[src/rtl/sd_spi_card_emu.sv]
// sd_spi_card_emu: SPI-mode SD card emulator answering CMD0, CMD8, CMD55, ACMD41 and CMD17.
// It oversamples the host SPI pins on the system clock and serves read blocks from an external byte source.
// Ports:
//   clk, rst_n            system clock, synchronous active-low reset
//   sclk, cs_n, mosi      host SPI inputs, asynchronous to clk
//   miso                  registered card output, 1 when idle
//   rd_stb/rd_blk/rd_idx  byte request to the data source; rd_data sampled 2 clk after rd_stb
//   cmd_stb, cmd_idx      pulse and index of each valid 48-bit command frame
//   card_ready            set once ACMD41 has answered 0x00
module sd_spi_card_emu #(
  parameter int unsigned BLOCK_LEN   = 512,
  parameter int unsigned NCR         = 1,
  parameter int unsigned NAC         = 2,
  parameter int unsigned ACMD41_BUSY = 1,
  parameter int unsigned INIT_CLKS   = 74,
  parameter int unsigned NUM_BLOCKS  = 65536
) (
  input  logic                         clk,
  input  logic                         rst_n,
  input  logic                         sclk,
  input  logic                         cs_n,
  input  logic                         mosi,
  output logic                         miso,
  output logic                         rd_stb,
  output logic [31:0]                  rd_blk,
  output logic [$clog2(BLOCK_LEN)-1:0] rd_idx,
  input  logic [7:0]                   rd_data,
  output logic                         cmd_stb,
  output logic [5:0]                   cmd_idx,
  output logic                         card_ready
);
  localparam int unsigned IDX_W  = $clog2(BLOCK_LEN);
  localparam int unsigned CNT_W  = 11;
  localparam int unsigned INIT_W = 16;

  localparam logic [2:0] ST_RX    = 3'd0;
  localparam logic [2:0] ST_NCR   = 3'd1;
  localparam logic [2:0] ST_RESP  = 3'd2;
  localparam logic [2:0] ST_NAC   = 3'd3;
  localparam logic [2:0] ST_TOKEN = 3'd4;
  localparam logic [2:0] ST_DATA  = 3'd5;
  localparam logic [2:0] ST_CRC   = 3'd6;

  logic [2:0]        sclk_q, cs_q, mosi_q;
  logic [2:0]        st_q, st_d;
  logic [CNT_W-1:0]  cnt_q, cnt_d;
  logic [2:0]        bit_q, bit_d;
  logic [7:0]        sh_q, sh_d;
  logic              miso_q, miso_d;
  logic              rx_act_q, rx_act_d;
  logic [5:0]        rx_cnt_q, rx_cnt_d;
  logic [46:0]       rx_sh_q, rx_sh_d;
  logic              idle_q, idle_d, app_q, app_d, ready_q, ready_d;
  logic [3:0]        acnt_q, acnt_d;
  logic [39:0]       resp_q, resp_d;
  logic [2:0]        resp_last_q, resp_last_d;
  logic              data_q, data_d;
  logic [INIT_W-1:0] init_cnt_q, init_cnt_d;
  logic              stb_pend_q, stb_pend_d, rd_stb_q, rd_stb_d, cap_q, cap_d;
  logic [7:0]        pre_q, pre_d;
  logic [31:0]       rd_blk_q, rd_blk_d;
  logic [IDX_W-1:0]  rd_idx_q, rd_idx_d;
  logic [15:0]       crc_q, crc_d;
  logic              cmd_stb_q, cmd_stb_d;
  logic [5:0]        cmd_idx_q, cmd_idx_d;

  logic        rise_c, fall_c, cs_hi, mosi_s, init_done;
  logic [47:0] frame;
  logic [5:0]  f_idx;
  logic [31:0] f_arg;
  logic [7:0]  f_crc, r1, r1_idle;
  logic        r7;

  // Edge events come from the second sync stage against its delayed copy
  assign rise_c    = sclk_q[1] & ~sclk_q[2];
  assign fall_c    = ~sclk_q[1] & sclk_q[2];
  assign cs_hi     = cs_q[1];
  assign mosi_s    = mosi_q[1];
  assign init_done = init_cnt_q >= INIT_W'(INIT_CLKS);
  assign frame     = {rx_sh_q, mosi_s};
  assign f_idx     = frame[45:40];
  assign f_arg     = frame[39:8];
  assign f_crc     = frame[7:0];
  assign r1_idle   = {7'd0, idle_q};

  // CRC16-CCITT (0x1021) advanced by one byte, MSB first
  function automatic logic [15:0] crc16_byte(input logic [15:0] c, input logic [7:0] b);
    logic [15:0] r;
    logic        fb;
    r = c;
    for (int i = 7; i >= 0; i--) begin
      fb = r[15] ^ b[i];
      r  = {r[14:0], 1'b0};
      if (fb) r = r ^ 16'h1021;
    end
    return r;
  endfunction

  // Next-state logic: receiver, command decode and byte-serial transmitter
  always_comb begin
    st_d = st_q; cnt_d = cnt_q; bit_d = bit_q; sh_d = sh_q; miso_d = miso_q;
    rx_act_d = rx_act_q; rx_cnt_d = rx_cnt_q; rx_sh_d = rx_sh_q;
    idle_d = idle_q; app_d = app_q; ready_d = ready_q; acnt_d = acnt_q;
    resp_d = resp_q; resp_last_d = resp_last_q; data_d = data_q;
    init_cnt_d = init_cnt_q;
    stb_pend_d = 1'b0; rd_stb_d = stb_pend_q; cap_d = rd_stb_q; pre_d = pre_q;
    rd_blk_d = rd_blk_q; rd_idx_d = rd_idx_q; crc_d = crc_q;
    cmd_stb_d = 1'b0; cmd_idx_d = cmd_idx_q;
    r1 = 8'h00; r7 = 1'b0;

    if (cap_q) pre_d = rd_data;
    if (rise_c && cs_hi && !init_done) init_cnt_d = init_cnt_q + INIT_W'(1);

    if (cs_hi) begin
      // Deselect aborts any transfer; card flags survive
      st_d = ST_RX; rx_act_d = 1'b0; rx_cnt_d = 6'd0; bit_d = 3'd0; miso_d = 1'b1;
      stb_pend_d = 1'b0; rd_stb_d = 1'b0; cap_d = 1'b0;
    end else if (st_q == ST_RX) begin
      if (fall_c) miso_d = 1'b1;
      if (rise_c && init_done) begin
        if (!rx_act_q) begin
          if (!mosi_s) begin
            rx_act_d = 1'b1; rx_cnt_d = 6'd1; rx_sh_d = '0;
          end
        end else if (rx_cnt_q == 6'd47) begin
          rx_act_d = 1'b0; rx_cnt_d = 6'd0;
          if (!frame[47] && frame[46]) begin
            cmd_stb_d = 1'b1; cmd_idx_d = f_idx; app_d = 1'b0;
            resp_last_d = 3'd0; data_d = 1'b0;
            case (f_idx)
              6'd0: begin
                if (f_crc == 8'h95) begin
                  idle_d = 1'b1; acnt_d = 4'd0; ready_d = 1'b0; r1 = 8'h01;
                end else r1 = 8'h08 | r1_idle;
              end
              6'd8: begin
                if (f_crc == 8'h87) begin
                  r7 = 1'b1; resp_last_d = 3'd4;
                end else r1 = 8'h08 | r1_idle;
              end
              6'd55: begin
                r1 = r1_idle; app_d = 1'b1;
              end
              6'd41: begin
                if (!app_q) r1 = 8'h04 | r1_idle;
                else if (acnt_q < 4'(ACMD41_BUSY)) begin
                  acnt_d = acnt_q + 4'd1; r1 = 8'h01;
                end else begin
                  idle_d = 1'b0; ready_d = 1'b1; r1 = 8'h00;
                end
              end
              6'd17: begin
                if (idle_q) r1 = 8'h05;
                else if (f_arg >= NUM_BLOCKS) r1 = 8'h40;
                else begin
                  r1 = 8'h00; rd_blk_d = f_arg; data_d = 1'b1;
                end
              end
              default: r1 = 8'h04 | r1_idle;
            endcase
            resp_d = r7 ? {r1_idle, 8'h00, 8'h00, 4'h0, f_arg[11:8], f_arg[7:0]} : {r1, 32'hFFFF_FFFF};
            st_d = ST_NCR; cnt_d = '0; bit_d = 3'd0; sh_d = 8'hFF;
          end
        end else begin
          rx_cnt_d = rx_cnt_q + 6'd1; rx_sh_d = frame[46:0];
        end
      end
    end else if (fall_c) begin
      miso_d = sh_q[7];
      sh_d   = {sh_q[6:0], 1'b1};
      bit_d  = bit_q + 3'd1;
      // Request the next data byte as the first bit of the token or previous byte goes out
      if (bit_q == 3'd0 && (st_q == ST_TOKEN ||
          (st_q == ST_DATA && cnt_q != CNT_W'(BLOCK_LEN - 1)))) begin
        stb_pend_d = 1'b1;
        rd_idx_d   = (st_q == ST_TOKEN) ? '0 : IDX_W'(cnt_q + CNT_W'(1));
      end
      // Last bit of the current byte: pick the byte that starts on the next fall
      if (bit_q == 3'd7) begin
        case (st_q)
          ST_NCR: begin
            if (cnt_q == CNT_W'(NCR - 1)) begin
              st_d = ST_RESP; cnt_d = '0; sh_d = resp_q[39:32]; resp_d = {resp_q[31:0], 8'hFF};
            end else begin
              cnt_d = cnt_q + CNT_W'(1); sh_d = 8'hFF;
            end
          end
          ST_RESP: begin
            if (cnt_q == CNT_W'(resp_last_q)) begin
              if (data_q) begin
                st_d = ST_NAC; cnt_d = '0; sh_d = 8'hFF;
              end else st_d = ST_RX;
            end else begin
              cnt_d = cnt_q + CNT_W'(1); sh_d = resp_q[39:32]; resp_d = {resp_q[31:0], 8'hFF};
            end
          end
          ST_NAC: begin
            if (cnt_q == CNT_W'(NAC - 1)) begin
              st_d = ST_TOKEN; sh_d = 8'hFE;
            end else begin
              cnt_d = cnt_q + CNT_W'(1); sh_d = 8'hFF;
            end
          end
          ST_TOKEN: begin
            st_d = ST_DATA; cnt_d = '0; sh_d = pre_q; crc_d = crc16_byte(16'h0000, pre_q);
          end
          ST_DATA: begin
            if (cnt_q == CNT_W'(BLOCK_LEN - 1)) begin
              st_d = ST_CRC; cnt_d = '0; sh_d = crc_q[15:8];
            end else begin
              cnt_d = cnt_q + CNT_W'(1); sh_d = pre_q; crc_d = crc16_byte(crc_q, pre_q);
            end
          end
          ST_CRC: begin
            if (cnt_q == '0) begin
              cnt_d = CNT_W'(1); sh_d = crc_q[7:0];
            end else st_d = ST_RX;
          end
          default: st_d = ST_RX;
        endcase
      end
    end
  end

  // State and synchroniser registers
  always_ff @(posedge clk) begin
    if (!rst_n) begin
      sclk_q <= 3'b000; cs_q <= 3'b111; mosi_q <= 3'b111;
      st_q <= ST_RX; cnt_q <= '0; bit_q <= 3'd0; sh_q <= 8'hFF; miso_q <= 1'b1;
      rx_act_q <= 1'b0; rx_cnt_q <= 6'd0; rx_sh_q <= '0;
      idle_q <= 1'b1; app_q <= 1'b0; ready_q <= 1'b0; acnt_q <= 4'd0;
      resp_q <= '1; resp_last_q <= 3'd0; data_q <= 1'b0;
      init_cnt_q <= '0;
      stb_pend_q <= 1'b0; rd_stb_q <= 1'b0; cap_q <= 1'b0; pre_q <= 8'h00;
      rd_blk_q <= '0; rd_idx_q <= '0; crc_q <= 16'h0000;
      cmd_stb_q <= 1'b0; cmd_idx_q <= 6'd0;
    end else begin
      sclk_q <= {sclk_q[1:0], sclk}; cs_q <= {cs_q[1:0], cs_n}; mosi_q <= {mosi_q[1:0], mosi};
      st_q <= st_d; cnt_q <= cnt_d; bit_q <= bit_d; sh_q <= sh_d; miso_q <= miso_d;
      rx_act_q <= rx_act_d; rx_cnt_q <= rx_cnt_d; rx_sh_q <= rx_sh_d;
      idle_q <= idle_d; app_q <= app_d; ready_q <= ready_d; acnt_q <= acnt_d;
      resp_q <= resp_d; resp_last_q <= resp_last_d; data_q <= data_d;
      init_cnt_q <= init_cnt_d;
      stb_pend_q <= stb_pend_d; rd_stb_q <= rd_stb_d; cap_q <= cap_d; pre_q <= pre_d;
      rd_blk_q <= rd_blk_d; rd_idx_q <= rd_idx_d; crc_q <= crc_d;
      cmd_stb_q <= cmd_stb_d; cmd_idx_q <= cmd_idx_d;
    end
  end

  assign miso       = miso_q;
  assign rd_stb     = rd_stb_q;
  assign rd_blk     = rd_blk_q;
  assign rd_idx     = rd_idx_q;
  assign cmd_stb    = cmd_stb_q;
  assign cmd_idx    = cmd_idx_q;
  assign card_ready = ready_q;

endmodule

[config.mk]
export PLATFORM = sky130hd
export DESIGN_NAME = sd_spi_card_emu
export DESIGN_NICKNAME = d
export VERILOG_FILES = /design/src/rtl/sd_spi_card_emu.sv
export SDC_FILE = /design/constraint.sdc
export NUM_CORES = 1
export LEC_CHECK = 0
export BUFFER_PORTS_ARGS = -buffer_cell sky130_fd_sc_hd__buf_2
export CAP_MARGIN = 0
export CORE_AREA = 2 2 133 135
export DETAILED_ROUTE_END_ITERATION = 8
export DIE_AREA = 0 0 135 137
export PLACE_DENSITY_LB_ADDON = 0.08
export SYNTH_ARGS = -nofsm -noshare
export SYNTH_HDL_FRONTEND = slang
export SYNTH_SLANG_ARGS = --single-unit
[constraint.sdc]
create_clock -name clk -period 3.63 [get_ports clk]
set_input_delay 1.089 -clock clk [delete_from_list [all_inputs] [get_ports clk]]
set_output_delay 1.089 -clock clk [all_outputs]
set_load 0.05 [all_outputs]
After elaboration in Yosys (flattened, before gate mapping). Cells that the tools add are included.

Bits in registers: 229. Word-level logic and storage cells: 355.

Add/sub/neg operators: 5. Muxes and demuxes: 202. Eq/ne operators: 38. Reductions and logical operators: 36. Magnitude comparators: 3. Bitwise logic cells: 43.

Operators by type and width (number): $mux W16 (78); $mux W40 (10); $mux W13 (16); $mux W11 (13); $mux W47 (3); $mux W8 (12); $pmux W40 S2 (1); $pmux W11 S6 (1); $mux W3 (21); $pmux W8 S6 (1); $not A3 Y3 (15); $pmux W8 S5 (1); $ge A32 B17 Y1 const B (1); $pmux W16 S2 (1); $reduce_and A10 Y1 (3); $mux W1 (28); $reduce_and A11 Y1 (2); $ne A3 B3 Y1 const B (7); $mux W4 (5); $eq A6 B6 Y1 const B (3); $mux W6 (3); $pmux W3 S6 (1); $reduce_and A6 Y1 (3); $add A16 B1 Y16 const B (1); other kinds (45) (97).

Logic depth before layout (Yosys ltp). Gate-level depths: netlist of the first run.

Depth in word-level cells: 60. Mapped depth: 11.

Worst setup path before layout of the first run. Ideal clock, no wire load.

Path kind: register to register. Start point: register rx_cnt_q[0]. End point: register rd_blk_q[13] (netlist: rd_blk[13]). Data arrival time: 2505 ps. Data required time: 3502 ps. Setup time: 128 ps. Setup slack: 998 ps. Stages on the path, launching flop included: 10. Path through: dfxtp_1 -> ha_1 -> nand3_2 -> or4_4 -> a2111o_1 -> or4_1 -> buf_2 -> buf_2 -> mux2i_1 -> nor2_1.

Longest elaborated chain between the ends: 2.

RTL lines: from (decl) (RTL line 51) `logic [5:0] rx_cnt_q, rx_cnt_d;`; from (signal assigned) (RTL line 240) `rx_act_q <= rx_act_d; rx_cnt_q <= rx_cnt_d; rx_sh_q <= rx_sh_d;`; $eq A6 B6 Y1 (RTL line 125) `end else if (rx_cnt_q == 6'd47) begin`; $reduce_and A9 Y1 (no line); to (signal assigned) (RTL line 245) `rd_blk_q <= rd_blk_d; rd_idx_q <= rd_idx_d; crc_q <= crc_d;`; to (decl) (RTL line 61) `logic [31:0] rd_blk_q, rd_blk_d;`.

Every way passes these cells. A chain may end at the register's enable or synchronous reset.

Final worst setup path of the first run.
Start point: register rx_cnt_q[0]. End point: register cnt_q[3].

Longest elaborated chain between the ends: 3.

RTL lines: $eq A6 B6 Y1 (RTL line 125); $ne A2 B1 Y1 (no line); $reduce_and A11 Y1 (no line); to (signal assigned) (RTL line 229) `st_q <= ST_RX; cnt_q <= '0; bit_q <= 3'd0; sh_q <= 8'hFF; miso_q <= 1'b1;`; to (signal assigned) (RTL line 239) `st_q <= st_d; cnt_q <= cnt_d; bit_q <= bit_d; sh_q <= sh_d; miso_q <= miso_d;`; to (decl) (RTL line 46) `logic [CNT_W-1:0] cnt_q, cnt_d;`.

Every way passes these cells.

==> flow_metrics.tcl, run 1 <==
set metrics [dict create \
    coreArea_um2 17100 \
    grt_max_degree 81 \
    report.final.slew_viol_count 0 \
    hold-worst-slack_ns 0.405 \
    clk_path_buf_depth 3 \
    period_share_pct 83.0 \
    area_growth_pct 11.5 \
    first_global_vias 7747 \
    groute.usage.overall_pct 24.6 \
    antenna_cells 0 \
    layout-drive-gt1-share_pct 11.1 \
    cts_resized 0 \
    synth_fp_nets 1240 \
    post_cts_buffers 0 \
    fp-row-count 48 \
    drtIter0Drc 563 \
    grt_overflow 0 \
    ys_seq_area_share_pct 44.7 \
    grt_pass1_wl_um 38200 \
    vias 8608 \
    fin_worst_skew_ns 0.0111 \
    powerDensity_nw_per_um2 435 \
    htreeDepth 1 \
    drt-total-wl_um 23000 \
    final_core_util_pct 66.5 \
    cts_tree "yes" \
    clk_latency_ns 0.53 \
    postCtsHoldBufs 0 \
    yosysUniqueCellTypes 67 \
    path_class "flop to flop" \
    worstSetupEndpointType "flop" \
    wl_per_cell_um 15.7 \
    slew_headroom_pct 40.0 \
    worstPathArrival_ns 3.42 \
    min_path_cells 1 \
    num_io_pins 64 \
    final_cell_mix "dfxtp_1 (227), nand2_1 (156), a21oi_1 (95), nor2_1 (81), nand3_1 (69)" \
    yosysWarnings 0 \
    r2r_cells 8 \
    num-nets-final 1255 \
    regToRegStartpoint "rx_cnt_q[0]" \
    rsz0062_at_grt "false" \
    start_kind "flop" \
    fp.dieH_um 137 \
    critPathMaxFanout 14 \
    r2r_setup_slack_ns 0.62 \
    numCtsBuffers 24 \
    synth_edf_count 0 \
    drt_first_pass_iters 5 \
    reg2reg_to "cnt_q[3]" \
    cp.required_ns 4.03 \
    final.setup.tns_ns 0 \
    start_util_pct 59.6 \
    syn_area_um2 10200 \
    syn_inst 1214 \
    fmax_mhz 332 \
    fin_crit_ns 3.01 \
    final_common_cell "dfxtp_1" \
    setup_viol 0 \
    dieWidth_um 135 \
    total_power_uw 4930 \
    finalHoldViolCount 0 \
    clkSlewWorstSetupHoldPaths_ns 0.06 \
    min_path_type "flop to flop" \
    whs_endpoint "cs_q[1]" \
    maxCapViolCount 0 \
    ys_ff_latch 227 \
    hp-start "cs_q[0]" \
    netlist_top_cells_area "dfxtp_1 (45%), nand2_1 (5.8%), a21oi_1 (4.7%)" \
    tightestPinTransition_ns 0.901 \
    antenna_left 0 \
    dp_hpwl_um 14900 \
    cts.sink_count 227 \
    yosys_most_used_dff "dfxtp_1" \
    avgSynthCellArea_um2 8.38 \
    fp.dieArea_um2 18500 \
    synth_top_area_cell "dfxtp_1" \
    run_status "completed" \
    port_buffers 63 \
    vias_per_cell 5.86 \
    peakVddDrop_mv 0.396 \
    leakage_uw 0.00455 \
    synth_top_area_share_pct 44.7 \
    async_flop_share_pct 0 \
    place_congestion 0.882 \
    ctsRootBufferMaster "clkbuf_16" \
    antenna_found_initial 0 \
    drc 0 \
]
## cell usage after synthesis, drive strengths merged, types with 6 or more instances
| master | n |
|---|---|
| a211oi | 17 |
| nand3 | 70 |
| dfxtp | 227 |
| xor2 | 17 |
| a32oi | 9 |
| nor2b | 15 |
| or4 | 11 |
| nor2 | 81 |
| o21a | 6 |
| inv | 22 |
| nor4 | 11 |
| nand2 | 156 |
| nor3 | 24 |
| a21oi | 95 |
| nand4 | 9 |
| nand2b | 18 |
| o21ai | 69 |
| ha | 13 |
| mux2i | 34 |
| or2 | 7 |
| xnor2 | 34 |
| clkbuf | 70 |
| and3 | 33 |
| o22ai | 9 |
| buf | 27 |
| and2 | 18 |
| o211ai | 40 |
## area by class of cell
class	count	area, um^2
flip-flops and latches	227	4540
clock buffers	38	723
repair buffers	86	500
inverters	22	83.8
fillers	1480	5720
multi-input cells	868	5160
well taps	225	282
clock inverters	4	45.0
## where the power goes
part	switching, uW	leakage, uW	internal (uW)
clock	998	0.000377	1370
sequential	4.16	0.00183	2500
combinational	47.9	0.00234	14.7
total	1050	0.00455	3880
## through the flow
step | setup slack [ns] | std cells | cell area, um^2
floorplan | 0.998 | 1214 | 10200
global placement | 0.797 | 1428 | 10600
detailed placement | 0.645 | 1428 | 10600
CTS | 0.572 | 1470 | 11300
global route | 0.336 | 1470 | 11300
finish | 0.615 | 1470 | 11300
## critical path, stage by stage, from the launching register on
cell,delay (ns)
dfxtp_1,0.37
ha_1,0.21
nand3_2,0.12
or4_4,0.57
a2111oi_2,0.35
buf_4,0.23
o211ai_2,0.28
nand2b_1,0.38
o41ai_1,0.37
## flip-flops by register name, indices dropped and copies added (netlist names), 6 cells and up
signal,cells
rd_blk,32
sh_q,8
rx_cnt_q,6
resp_q,40
cnt_q,11
rx_sh_q,47
init_cnt_q,16
cmd_idx,6
pre_q,8
rd_idx,9
crc_q,16
## kinds of logic after synthesis
family	count (synthesis)	synth area share [%]
flops	227	44.7
simple gates	476	23.0
fa+ha+maj	13	1.60
mux	34	3.35
xor+xnor	51	4.39
compound gates	294	18.2
buf+inv	119	4.69
## how the worst max path moves through the flow
stage | to | start | slack, ns
finish | cnt_q[3] | rx_cnt_q[0] | 0.62
detailed placement | cnt_q[3] | rx_cnt_q[0] | 0.64
CTS | cnt_q[3] | rx_cnt_q[0] | 0.57
floorplan | rd_blk[13] | rx_cnt_q[0] | 1.0
global route | cnt_q[3] | rx_cnt_q[0] | 0.34
global placement | cnt_q[5] | rx_cnt_q[0] | 0.80
## metal layers
| metal | global-route usage, % | vias to the layer above | wire [um] |
|---|---|---|---|
| li1 | - | 4311 | - |
| met1 | 34.2 | 4031 | 11000 |
| met2 | 39.7 | 215 | 10400 |
| met3 | 3.93 | 51 | 1040 |
| met4 | 7.12 | 0 | 575 |
| met5 | 0 | - | 0 |
(Power assumes the default switching activity.)
==> run 2, diff against run 1 <==
==> constraint.sdc (replaced) <==
create_clock -name clk -period 3.2 [get_ports clk]
set_input_delay 0.96 -clock clk [delete_from_list [all_inputs] [get_ports clk]]
set_output_delay 0.96 -clock clk [all_outputs]
set_load 0.05 [all_outputs]
==> run 2 against run 1 <==
- worst setup slack got worse by 0.19 ns
- flip-flop and latch count did not move
- sequential power increased by 14%
- clock skew grew 0.0092 ns
- combinational power up 16%
- power rose by 11%
- routed wire length increased by 1.0%
- critical path depth unchanged
- global-route usage up 0.40 points
- clock power grew 8.9%
- register-to-register slack worse by 0.19 ns
- first-iteration DRC count rose by 6.2%
- largest cell class unchanged
- largest power group unchanged
==> flow_metrics.tcl, run 2 (same netlist as run 1, synthesis figures left out) <==
set metrics [dict create \
    grt_pass1_wl_um 38600 \
    clk_latency_ns 0.54 \
    fin_worst_skew_ns 0.0204 \
    final_core_util_pct 66.9 \
    numCtsBuffers 24 \
    clkSlewWorstSetupHoldPaths_ns 0.06 \
    place_congestion 0.881 \
    drc 0 \
    num-nets-final 1268 \
    rsz0062_at_grt "false" \
    port_buffers 63 \
    start_util_pct 59.6 \
    first_global_vias 7759 \
    maxCapViolCount 0 \
    postCtsHoldBufs 0 \
    largest_reg_flops 47 \
    worstSetupEndpointType "flop" \
    wl_per_cell_um 15.7 \
    num_io_pins 64 \
    final_cell_mix "dfxtp_1 (227), nand2_1 (156), a21oi_1 (95), nor2_1 (81), nand3_1 (69)" \
    start_kind "flop" \
    peakVddDrop_mv 0.429 \
    place_area_um2 10700 \
    final_common_cell "dfxtp_1" \
    run_status "completed" \
    report.final.slew_viol_count 0 \
    ctsRootBufferMaster "clkbuf_16" \
    groute.usage.overall_pct 25.0 \
    final.setup.tns_ns 0 \
    total_power_uw 5490 \
    dieWidth_um 135 \
    drt_first_pass_iters 5 \
    cp.required_ns 3.62 \
    vias 8697 \
    cts_resized 0 \
    post_cts_buffers 0 \
    leakage_uw 0.00460 \
    cts_tree "yes" \
    period_share_pct 86.6 \
    htreeDepth 1 \
    clk_path_buf_depth 3 \
    finalHoldViolCount 0 \
    critPathMaxFanout 8 \
    cts.sink_count 227 \
    setup_viol 0 \
    worstPathArrival_ns 3.19 \
    fp-row-count 48 \
    grt_overflow 0 \
    antenna_left 0 \
    dp_hpwl_um 15200 \
    coreArea_um2 17100 \
    fp.dieArea_um2 18500 \
    area_growth_pct 12.2 \
    grt_max_degree 81 \
    antenna_cells 0 \
    antenna_found_initial 0 \
    setup_slack_ns 0.429 \
    fmax_mhz 361 \
    fp.dieH_um 137 \
    powerDensity_nw_per_um2 481 \
    vias_per_cell 5.88 \
    stdcell_area_um2 11400 \
    dpl_worst_slack_ns 0.471 \
    tightestPinTransition_ns 0.860 \
    drtIter0Drc 598 \
    path_class "flop to flop" \
    drt-total-wl_um 23300 \
    fin_crit_ns 2.77 \
    min_path_type "flop to flop" \
    top_register "rx_sh_q" \
    slew_headroom_pct 42.0 \
    layout-drive-gt1-share_pct 12.0 \
]
==> run 2: per-layer routing <==
metal	vias to the layer above	part of all wire, %	global-route usage (%)
met5	-	0	0
met4	0	1.9	6.83
met3	42	4.9	3.96
met2	228	47	41.0
met1	4083	46	34.3
li1	4344	-	-
==> run 2: final cells by class <==
class                           count  area (um^2)
Multi-Input combinational cell    868         5160
Timing Repair Buffer               99          611
Inverter                           22         83.8
Sequential cell                   227         4540
Tap cell                          225          282
Fill cell                        1502         5650
Clock buffer                       32          671
Clock inverter                      7         60.1
==> run 2: worst paths after layout <==
path	startpoint	end	slack, ns	depth (start not counted)
worst max-delay path	cnt_q[1]	cnt_q[3]	0.43	8
worst min-delay path	cs_q[0]	cs_q[1]	0.41	1
worst max register to register	cnt_q[1]	cnt_q[3]	0.43	8
worst min register to register	cs_q[0]	cs_q[1]	0.41	1
==> run 2: power by group <==
part           switching, uW  internal, uW
Clock                   1110          1470
Combinational           54.3          18.5
Sequential              4.97          2830
Total                   1170          4320
==> run 2: stage by stage <==
| stage | hold slack [ns] | std cells |
|---|---|---|
| detailed placement | 0.396 | 1441 |
| CTS | 0.410 | 1480 |
| global placement | 0.389 | 1441 |
| global route | 0.435 | 1480 |
| floorplan | 0.386 | 1214 |
| finish | 0.410 | 1480 |
==> run 2: critical path, cell delays in order (launching register included) <==
cell and delay, ns:
dfxtp_1 0.38, inv_1 0.08, ha_1 0.25, nor2b_1 0.18, and3_1 0.27, o21a_1 0.12, o21ai_0 0.68, nand2b_1 0.38
o41ai_1 0.32
==> run 3, diff against run 2 <==
==> constraint.sdc (replaced) <==
create_clock -name clk -period 2.9 [get_ports clk]
set_input_delay 0.87 -clock clk [delete_from_list [all_inputs] [get_ports clk]]
set_output_delay 0.87 -clock clk [all_outputs]
set_load 0.05 [all_outputs]
==> run 3 against run 2 <==
- clock power increased by 27%
- fmax decreased by 0.68%
- clock skew increased by 0.0033 ns
- count of clock-buffer cells in the layout increased by 6
- register-to-register slack got worse by 0.32 ns
- critical endpoint is now cnt_q[10]
- largest cell class unchanged
==> flow_metrics.tcl, run 3 (same netlist as run 1, synthesis figures left out) <==
set metrics [dict create \
    num-nets-final 1279 \
    top_register "rx_sh_q" \
    wl_per_cell_um 15.3 \
    start_kind "flop" \
    multi_input_area_um2 5180 \
    powerDensity_nw_per_um2 555 \
    drt-total-wl_um 22900 \
    leakage_uw 0.00474 \
    fin_worst_skew_ns 0.0237 \
    min_path_type "flop to flop" \
    path_class "flop to flop" \
    final_common_cell "dfxtp_1" \
    run_status "completed" \
    first_global_vias 7863 \
    fp-row-count 48 \
    peakVddDrop_mv 0.557 \
    report.final.slew_viol_count 0 \
    period_share_pct 96.2 \
    setup_viol 0 \
    coreArea_um2 17100 \
    fmax_mhz 358 \
    layout-drive-gt1-share_pct 13.2 \
    numCtsBuffers 24 \
    clkSlewWorstSetupHoldPaths_ns 0.06 \
    clk_path_buf_depth 3 \
    dieWidth_um 135 \
    vias_per_cell 5.82 \
    hold-worst-slack_ns 0.423 \
    antenna_found_initial 0 \
    tightestPinTransition_ns 0.687 \
    finalHoldViolCount 0 \
    largest_reg_flops 47 \
    maxCapViolCount 0 \
    fp.dieArea_um2 18500 \
    postCtsHoldBufs 0 \
    critPathMaxFanout 13 \
    nFillCells 1439 \
    grt_max_degree 61 \
    htreeDepth 1 \
    fp.dieH_um 137 \
    start_util_pct 59.6 \
    cts.sink_count 227 \
    place_congestion 0.929 \
    grt_pass1_wl_um 38700 \
    dp_hpwl_um 15200 \
    final_cell_mix "dfxtp_1 (226), nand2_1 (156), a21oi_1 (95), nor2_1 (81), nand3_1 (69)" \
    worstPathArrival_ns 3.21 \
    dp_cells 1452 \
    antenna_cells 0 \
    drtIter0Drc 603 \
    vias 8704 \
    seq_area_um2 4550 \
    grt_overflow 0 \
    drc 0 \
    num_io_pins 64 \
    ctsRootBufferMaster "clkbuf_16" \
    area_growth_pct 14.8 \
    antenna_left 0 \
    slew_headroom_pct 53.8 \
    clk_latency_ns 0.53 \
    groute.usage.overall_pct 24.9 \
    port_buffers 63 \
    worstSetupEndpointType "flop" \
    fin_crit_ns 2.79 \
    drt_first_pass_iters 5 \
    cp.required_ns 3.32 \
    layout.cells.non_filler 1495 \
    cts_tree "yes" \
]
[run 3: changes by cell type in the layout (fill, tap and decap cells not counted), sizes merged]
cell,previous run,this run
bufinv,0,3
clkinv,8,3
clkbuf,32,38
bufbuf,0,1
buf,99,109
[run 3: path summary, 6_finish.rpt]
kind                                  start        end  slack [ns]  cells after the start
worst max-delay path            rx_cnt_q[1]  cnt_q[10]        0.11                      9
worst min-delay path              mosi_q[0]  mosi_q[1]        0.42                      1
worst max register to register  rx_cnt_q[1]  cnt_q[10]        0.11                      9
worst min register to register    mosi_q[0]  mosi_q[1]        0.42                      1
[run 3: power breakdown]
group,total (uW),switching [uW],internal (uW)
Sequential,3130,5.25,3120
Combinational,80.8,60.4,20.4
Clock,3270,1240,2030
Total,6480,1310,5170
[run 3: area by class of cell]
cell class | instances | area share [%]
multi-input cells | 868 | 44.4
repair buffers | 110 | 6.08
clock buffers | 38 | 6.37
well taps | 225 | 2.41
flip-flops and latches | 227 | 39.0
inverters | 22 | 0.719
clock inverters | 5 | 1.07
[run 3: repair_timing]
| action | 4_1_cts | 5_1_grt |
|---|---|---|
| pin swaps | 0 | 2 |
| endpoints found under the setup margin | 13 | 2 |
| setup buffers | 0 | 0 |
| gates resized for setup | 1 | 5 |
[run 3: critical path, stage by stage, from the launching register on]
cell and delay, ns:
dfxtp_1 0.36, ha_2 0.22, nand3_2 0.12, or4_4 0.58, a2111oi_4 0.48, buf_4 0.19, o211ai_2 0.09, buf_4 0.20
nand2b_1 0.17, o32ai_1 0.26
[run 3: stage by stage]
stage          worst slack, ns  area [um^2]  setup TNS [ns]  power, uW  utilization (%)
2_1_floorplan            0.268        10200               0       3250                -
3_3_place_gp             0.131        10800               0       3280             63.1
3_5_place_dp            0.0298        10800               0       3280             63.1
4_1_cts                  0.149        11600               0       6540             68.2
5_1_grt                -0.0309        11700         -0.0700       6670             68.4
6_report                 0.110        11700               0       6480             68.4
[run 3: per-layer routing]
| metal | GRT usage (%) | routed length, um | vias up | part of all wire [%] |
|---|---|---|---|---|
| met5 | 0 | 0 | - | 0 |
| met4 | 6.13 | 537 | 0 | 2.3 |
| met3 | 3.74 | 1150 | 41 | 5.0 |
| met2 | 40.6 | 10500 | 231 | 46 |
| met1 | 34.9 | 10700 | 4074 | 47 |
| li1 | - | - | 4358 | - |
